==> config.mk <==
export PLATFORM = sky130hd
export DESIGN_NAME = universal_shift_reg_flat
export DESIGN_NICKNAME = d
export VERILOG_FILES = /design/src/rtl/universal_shift_reg_pkg.sv /design/src/rtl/universal_shift_reg_if.sv /design/src/rtl/universal_shift_reg_cell.sv /design/src/rtl/universal_shift_reg.sv /design/src/flat_wrapper.sv
export SDC_FILE = /design/constraint.sdc
export NUM_CORES = 1
export LEC_CHECK = 0
export CORE_UTILIZATION = 46
export DETAILED_ROUTE_END_ITERATION = 7
export HOLD_SLACK_MARGIN = 0.15
export PLACE_DENSITY = 0.77
export SLEW_MARGIN = 25
export SYNTH_ARGS = -nofsm -noshare
export SYNTH_HDL_FRONTEND = slang
export SYNTH_SLANG_ARGS = --single-unit
==> constraint.sdc <==
create_clock -name Clk -period 2.1 [get_ports Clk]
set_input_delay 0.42 -clock Clk [delete_from_list [all_inputs] [get_ports Clk]]
set_output_delay 0.42 -clock Clk [all_outputs]
set_load 0.03 [all_outputs]
==> src/rtl/universal_shift_reg_pkg.sv <==
// Shared encodings for the universal shift register: mode select values and
// the burst FSM states.
package universal_shift_reg_pkg;

    typedef enum logic [1:0] {
        MODE_HOLD = 2'b00,
        MODE_SHR  = 2'b01,
        MODE_SHL  = 2'b10,
        MODE_LOAD = 2'b11
    } mode_e;

    typedef enum logic [1:0] {
        ST_IDLE = 2'b00,
        ST_RUN  = 2'b01,
        ST_DONE = 2'b10
    } state_e;

    function automatic logic is_shift(mode_e m);
        return (m == MODE_SHR) || (m == MODE_SHL);
    endfunction

endpackage

==> src/rtl/universal_shift_reg_if.sv <==
// Control/data bundle of the universal shift register; the master side drives
// the mode, serial and burst inputs, the slave side (the register) drives Q.
interface universal_shift_reg_if #(
    parameter int WIDTH = 4,
    parameter int CNT_W = 3
);
    logic [1:0]       S;
    logic             SIR;
    logic             SIL;
    logic [WIDTH-1:0] I;
    logic             run;
    logic [CNT_W-1:0] len;
    logic [WIDTH-1:0] Q;
    logic             SOR;
    logic             SOL;
    logic             busy;
    logic             done;

    modport master (
        output S, SIR, SIL, I, run, len,
        input  Q, SOR, SOL, busy, done
    );

    modport slave (
        input  S, SIR, SIL, I, run, len,
        output Q, SOR, SOL, busy, done
    );
endinterface

==> src/rtl/universal_shift_reg_cell.sv <==
// One register bit: 4:1 next-value mux (hold / shift-right source /
// shift-left source / parallel bit) into a flop with synchronous active-low clear.
module usr_cell
    import universal_shift_reg_pkg::*;
(
    input  logic  clk,
    input  logic  clr,
    input  mode_e mode,
    input  logic  shr_in,
    input  logic  shl_in,
    input  logic  load_in,
    output logic  q
);

    logic q_q, q_d;

    always_comb begin
        q_d = q_q;
        case (mode)
            MODE_HOLD: q_d = q_q;
            MODE_SHR:  q_d = shr_in;
            MODE_SHL:  q_d = shl_in;
            MODE_LOAD: q_d = load_in;
            default:   q_d = q_q;
        endcase
    end

    always_ff @(posedge clk) begin
        if (!clr) q_q <= 1'b0;
        else      q_q <= q_d;
    end

    assign q = q_q;

endmodule

==> src/rtl/universal_shift_reg.sv <==
// Universal shift register with an automatic multi-shift burst; the FSM and
// run-length counter pick one effective mode that drives every bit cell.
module universal_shift_reg
    import universal_shift_reg_pkg::*;
#(
    parameter int WIDTH = 4,
    parameter int CNT_W = 3
) (
    input  logic                  Clk,
    input  logic                  clr,
    universal_shift_reg_if.slave  bus
);

    state_e           state_q, state_d;
    logic [CNT_W-1:0] cnt_q, cnt_d;
    mode_e            dir_q, dir_d;
    logic             busy_q, busy_d;
    logic             done_q, done_d;
    mode_e            mode_s;
    mode_e            eff_mode;
    logic [WIDTH-1:0] q;

    always_comb begin
        mode_s   = mode_e'(bus.S);
        state_d  = state_q;
        cnt_d    = cnt_q;
        dir_d    = dir_q;
        done_d   = 1'b0;
        eff_mode = MODE_HOLD;
        case (state_q)
            ST_IDLE: begin
                // A burst is only accepted for a shift mode with a nonzero
                // length; Q holds on the accepting edge.
                if (bus.run && (bus.len != '0) && is_shift(mode_s)) begin
                    state_d = ST_RUN;
                    cnt_d   = bus.len;
                    dir_d   = mode_s;
                end else begin
                    eff_mode = mode_s;
                end
            end
            ST_RUN: begin
                eff_mode = dir_q;
                cnt_d    = cnt_q - 1'b1;
                if (cnt_q == CNT_W'(1)) begin
                    state_d = ST_DONE;
                    done_d  = 1'b1;
                end
            end
            ST_DONE: state_d = ST_IDLE;
            default: state_d = ST_IDLE;
        endcase
        busy_d = (state_d != ST_IDLE);
    end

    always_ff @(posedge Clk) begin
        if (!clr) begin
            state_q <= ST_IDLE;
            cnt_q   <= '0;
            dir_q   <= MODE_HOLD;
            busy_q  <= 1'b0;
            done_q  <= 1'b0;
        end else begin
            state_q <= state_d;
            cnt_q   <= cnt_d;
            dir_q   <= dir_d;
            busy_q  <= busy_d;
            done_q  <= done_d;
        end
    end

    // Bit i takes bit i+1 on a right shift and bit i-1 on a left shift;
    // the end bits take the serial inputs instead.
    for (genvar i = 0; i < WIDTH; i++) begin : g_cell
        logic shr_src, shl_src;
        if (i == WIDTH - 1) begin : g_msb
            assign shr_src = bus.SIR;
        end else begin : g_mid_r
            assign shr_src = q[i+1];
        end
        if (i == 0) begin : g_lsb
            assign shl_src = bus.SIL;
        end else begin : g_mid_l
            assign shl_src = q[i-1];
        end
        usr_cell u_cell (
            .clk     (Clk),
            .clr     (clr),
            .mode    (eff_mode),
            .shr_in  (shr_src),
            .shl_in  (shl_src),
            .load_in (bus.I[i]),
            .q       (q[i])
        );
    end

    assign bus.Q    = q;
    assign bus.SOR  = q[0];
    assign bus.SOL  = q[WIDTH-1];
    assign bus.busy = busy_q;
    assign bus.done = done_q;

endmodule

==> src/flat_wrapper.sv <==
// flat-port wrapper written by rule: the top's interface ports become plain ports
module universal_shift_reg_flat import universal_shift_reg_pkg::*;
#(
    parameter int WIDTH = 4,
    parameter int CNT_W = 3
)
  (Clk, clr, bus_S, bus_SIR, bus_SIL, bus_I, bus_run, bus_len, bus_Q, bus_SOR, bus_SOL, bus_busy, bus_done);
  universal_shift_reg_if #(.WIDTH(WIDTH), .CNT_W(CNT_W)) bus_i ();
  input  logic Clk;
  input  logic clr;
  input wire logic [$bits(bus_i.S)-1:0] bus_S;
  input wire logic [$bits(bus_i.SIR)-1:0] bus_SIR;
  input wire logic [$bits(bus_i.SIL)-1:0] bus_SIL;
  input wire logic [$bits(bus_i.I)-1:0] bus_I;
  input wire logic [$bits(bus_i.run)-1:0] bus_run;
  input wire logic [$bits(bus_i.len)-1:0] bus_len;
  output wire logic [$bits(bus_i.Q)-1:0] bus_Q;
  output wire logic [$bits(bus_i.SOR)-1:0] bus_SOR;
  output wire logic [$bits(bus_i.SOL)-1:0] bus_SOL;
  output wire logic [$bits(bus_i.busy)-1:0] bus_busy;
  output wire logic [$bits(bus_i.done)-1:0] bus_done;
  assign bus_i.S = bus_S;
  assign bus_i.SIR = bus_SIR;
  assign bus_i.SIL = bus_SIL;
  assign bus_i.I = bus_I;
  assign bus_i.run = bus_run;
  assign bus_i.len = bus_len;
  assign bus_Q = bus_i.Q;
  assign bus_SOR = bus_i.SOR;
  assign bus_SOL = bus_i.SOL;
  assign bus_busy = bus_i.busy;
  assign bus_done = bus_i.done;
  universal_shift_reg #(.WIDTH(WIDTH), .CNT_W(CNT_W)) u_core (.Clk(Clk), .clr(clr), .bus(bus_i));
endmodule
==> summary.md <==
| Metric | Value |
|---|---|
| Core Box Area | `0.00156 sq mm` |
| Switching Share | `32.9%` |
| Number of clock buffers inserted by TritonCTS | `3` |
| Cell row count | `14` |
| Overflow left after global routing | `0` |
| Storage element area | `260 sq um` |
| Antenna cell count | `0` |
| Area enclosed by the die boundary | `0.00189 sq mm` |
| Mapped Nets | `103` |
| Max FO, Critical Path | `7` |
| Post-layout instance count excluding filler cells | `124` |
| Clock tree from TritonCTS | `done` |
| Count of buffers added by post-CTS timing repair for setup | `0` |
| Wire length of the first global-routing pass | `2.48 mm` |
| Max Clk Rate | `525 MHz` |
| Biggest cell delay along the critical path | `0.44 ns` |
| Family with the most delay on the worst path | `compound AO/OA/AOI/OAI gates` |
| Setup slack after layout | `0.195 ns` |
| Cell types with the highest counts after synthesis | `sky130_fd_sc_hd__nand2_1, sky130_fd_sc_hd__dfxtp_1, sky130_fd_sc_hd__inv_1` |
| DRC errors left | `2` |
| Result of the run | `finished, violations left` |
| Synthesized cell area | `792 sq um` |
| Insertion delay to the later sink of the worst-skew pair | `0.28 ns` |
| Critical Path End Type | `flop` |
| Combinational power share | `33.5%` |
| Antenna violations before repair | `0` |
| Share of cells above drive strength 1 | `12.0%` |
| Cell total after placement | `120` |
| Fin nets | `125` |
| Pin count of the biggest net entering global routing | `11` |
| Final hold viol count | `0` |
| I/O pin count | `22` |
| Multi-input gate area | `419 sq um` |
| Cell chosen for the clock root | `sky130_fd_sc_hd__clkbuf_4` |
| Fill cells | `140` |
| Hold buffer count at cts | `0` |
| Vias in the first global route | `576` |
| Kind of path behind the tightest hold check | `reg -> reg` |
| Power share of the clock group | `23.3%` |
| First-pass iteration count of the detailed router | `6` |
| Post-Synthesis Mean Instance Area | `9.10 sq um` |
| Violation count after the first detailed-route iteration | `15` |
| WL final | `1.62 mm` |
| H-Tree Depth | `1` |
| Met2 routing resource usage after global routing | `26.4%` |
| Cell count after synthesis | `87` |
| Synth area leaders | `sky130_fd_sc_hd__dfxtp_1, sky130_fd_sc_hd__nand2_1, sky130_fd_sc_hd__mux2i_1, sky130_fd_sc_hd__a311oi_1, sky130_fd_sc_hd__a211oi_1` |
| Overall via count from detail_route | `693` |
| Leak Pwr | `0.368 nW` |
| Worst Max-Slew Pin Slew | `0.494 ns` |
| Met3 Usage GRT | `4.17%` |
| Number of instances resized during post-cts repair | `0` |
| Number of max-capacitance violations reported | `0` |
| Number of max-slew violations in the final report | `0` |
| Cells along the critical path | `clkdlybuf4s50_1 -> or3_4 -> a211o_2 -> a221oi_1 -> a311oi_1` |
| Clock-pin transition on the worst setup and hold timing paths | `0.08 ns` |
| Flip-flop cell with the highest count after synthesis | `sky130_fd_sc_hd__dfxtp_1` |
| Ratio of total power to cell area | `680 mW/mm^2` |
| Portion of the post-synthesis area used by sequential elements | `32.9%` |
| Per-cell via count in the routed design | `5.59` |
| Critical path buffer and inverter count | `1` |
| Minimum clock period after layout | `1.91 ns` |
| Library cell contributing the largest single delay on the critical path | `sky130_fd_sc_hd__clkdlybuf4s50_1` |
| Category of the worst setup path launch point | `primary input` |
| Post-synth cell types | `32` |
| Yosys top cell by area | `sky130_fd_sc_hd__dfxtp_1` |
| Warning count from the yosys run | `0` |
| Met1 Usage GRT | `23.9%` |
| Critical Path RT | `2.25 ns` |
| Clock Sinks | `13` |
| DP Wirelength | `1.20 mm` |
| Worst endpoint data arrival time | `2.05 ns` |
| Unrepaired setup endpoints after global routing | `no` |
| Floorplan die height | `43.5 microns` |
| Maximum clock insertion buffer count | `2` |
| Final period util | `90.7%` |
| Most frequently used cell type in the post-synthesis netlist | `sky130_fd_sc_hd__nand2_1` |
| Post-detailed-route count of antenna-violating nets | `0` |
| Clock tree skew after final layout | `0.00218 ns` |
| Critical path class | `in -> reg` |
| Synth async-reset ratio | `0%` |
| RePlAce Congestion | `0.819` |
| Area added between synthesis and finish | `25.8%` |
| Share of the synthesized area in the top cell type | `32.9%` |
| Worst relative slew slack | `66.1%` |
| Share of power burned in registers | `43.2%` |
| Cell-internal power | `455 uW` |
| Failing checks | `DRC` |
| Port Buffer Count | `21` |
| Worst slack at placement | `-0.0859 ns` |
| GRT Overall Usage | `17.8%` |
| Post-synth EDFFs | `0` |
| Worst ir drop on vdd | `0.342 mV` |
| Most Crowded Layer GR | `met2` |
| Routed WL per cell | `13.0 microns` |
| Total of flip-flops plus latches after synthesis | `13` |
| Final setup viols | `0` |
| NetSw | `223 uW` |
| Floorplan die width | `43.5 microns` |
| Initial standard-cell utilization of the core | `50.8%` |
[metrics by stage]
stage	total power [mW]	hold WS (ns)	utilization [%]	cell area (sq um)	TNS, ns
after floorplan	0.453	0.460	-	792	0
after global placement	0.519	0.475	62.2	970	-0.169
after detailed placement	0.523	0.498	62.2	970	-0.250
after CTS	0.678	0.517	63.9	996	0
after global routing	0.710	0.549	63.9	996	0
final	0.678	0.515	63.9	996	0
[worst min-delay path, cell delays in order, from the launching register on]
cell and delay, ns:
sky130_fd_sc_hd__dfxtp_1 0.34, sky130_fd_sc_hd__mux2i_1 0.07, sky130_fd_sc_hd__nor2_1 0.08
[registers in the layout (all words and copies together) (netlist names)]
name,cells
u_core.g_cell.u_cell.q,4
u_core.dir_q,2
u_core.bus.done,1
u_core.bus.busy,1
u_core.cnt_q,3
u_core.state_q,2
[final timing paths]
check | cells past startpoint | from | endpoint | slack [ns]
hold reg to reg | 2 | u_core.dir_q[1]$_SDFFE_PN0P_ | u_core.dir_q[1]$_SDFFE_PN0P_ | 0.51
setup reg to reg | 5 | u_core.state_q[0]$_SDFF_PN0_ | u_core.g_cell[3].u_cell.q$_SDFFE_PN0P_ | 0.34
hold / removal | 2 | u_core.dir_q[1]$_SDFFE_PN0P_ | u_core.dir_q[1]$_SDFFE_PN0P_ | 0.51
setup / recovery | 5 | bus_len[0] | u_core.g_cell[3].u_cell.q$_SDFFE_PN0P_ | 0.19
[cell families after synthesis]
family | count (synthesis) | synth area share (%)
flip-flops | 13 | 32.9
buffers and inverters | 15 | 14.2
adder cells (fa/ha/maj) | 2 | 3.16
AO/OA/AOI/OAI | 21 | 22.3
AND/OR/NAND/NOR | 31 | 21.3
XOR/XNOR | 1 | 1.11
multiplexers | 4 | 5.06
[cells in the final DEF, fill, tap and decap left out]
| cell type | instances |
|---|---|
| sky130_fd_sc_hd__a311oi_1 | 4 |
| sky130_fd_sc_hd__mux2i_1 | 4 |
| sky130_fd_sc_hd__nand2_1 | 14 |
| sky130_fd_sc_hd__clkdlybuf4s50_1 | 21 |
| sky130_fd_sc_hd__a31oi_1 | 1 |
| sky130_fd_sc_hd__dfxtp_1 | 13 |
| sky130_fd_sc_hd__or3_1 | 1 |
| sky130_fd_sc_hd__a2111oi_0 | 2 |
| sky130_fd_sc_hd__buf_4 | 5 |
| sky130_fd_sc_hd__or3_4 | 1 |
| sky130_fd_sc_hd__o21ai_0 | 1 |
| sky130_fd_sc_hd__a211oi_1 | 4 |
| sky130_fd_sc_hd__o21a_1 | 1 |
| sky130_fd_sc_hd__clkbuf_1 | 1 |
| sky130_fd_sc_hd__nand2b_1 | 1 |
| sky130_fd_sc_hd__a211oi_4 | 1 |
| sky130_fd_sc_hd__a221oi_1 | 2 |
| sky130_fd_sc_hd__ha_1 | 2 |
| sky130_fd_sc_hd__a21oi_1 | 3 |
| sky130_fd_sc_hd__a211oi_2 | 1 |
| sky130_fd_sc_hd__nor3b_1 | 4 |
| sky130_fd_sc_hd__xor2_1 | 1 |
| sky130_fd_sc_hd__nor3b_2 | 1 |
| sky130_fd_sc_hd__inv_1 | 6 |
| sky130_fd_sc_hd__nand3_1 | 1 |
| sky130_fd_sc_hd__a211o_2 | 1 |
| sky130_fd_sc_hd__and3_1 | 1 |
| sky130_fd_sc_hd__nor2_1 | 4 |
| sky130_fd_sc_hd__and4_1 | 2 |
| sky130_fd_sc_hd__nor2b_1 | 1 |
| sky130_fd_sc_hd__clkbuf_4 | 3 |
[per-layer routing]
layer,up-vias,part of all wire [%]
met4,0,0.62
met2,21,43
li1,350,-
met5,-,0
met1,320,50
met3,2,5.6
[power groups by stage]
stage | clock, mW | combinational (mW) | sequential, mW
after floorplan | 0 | 0.149 | 0.304
after global placement | 0 | 0.222 | 0.297
after detailed placement | 0 | 0.225 | 0.298
after CTS | 0.159 | 0.227 | 0.293
after global routing | 0.168 | 0.247 | 0.295
final | 0.158 | 0.227 | 0.293
[final cells by class]
class	instances	share of cell area, %
inverter	6	2.26
sequential	13	26.1
clock buffer	4	2.64
tap	16	2.01
timing repair buffer	26	24.9
multi-input combinational	59	42.1
Power figures use the tool's default switching activity.
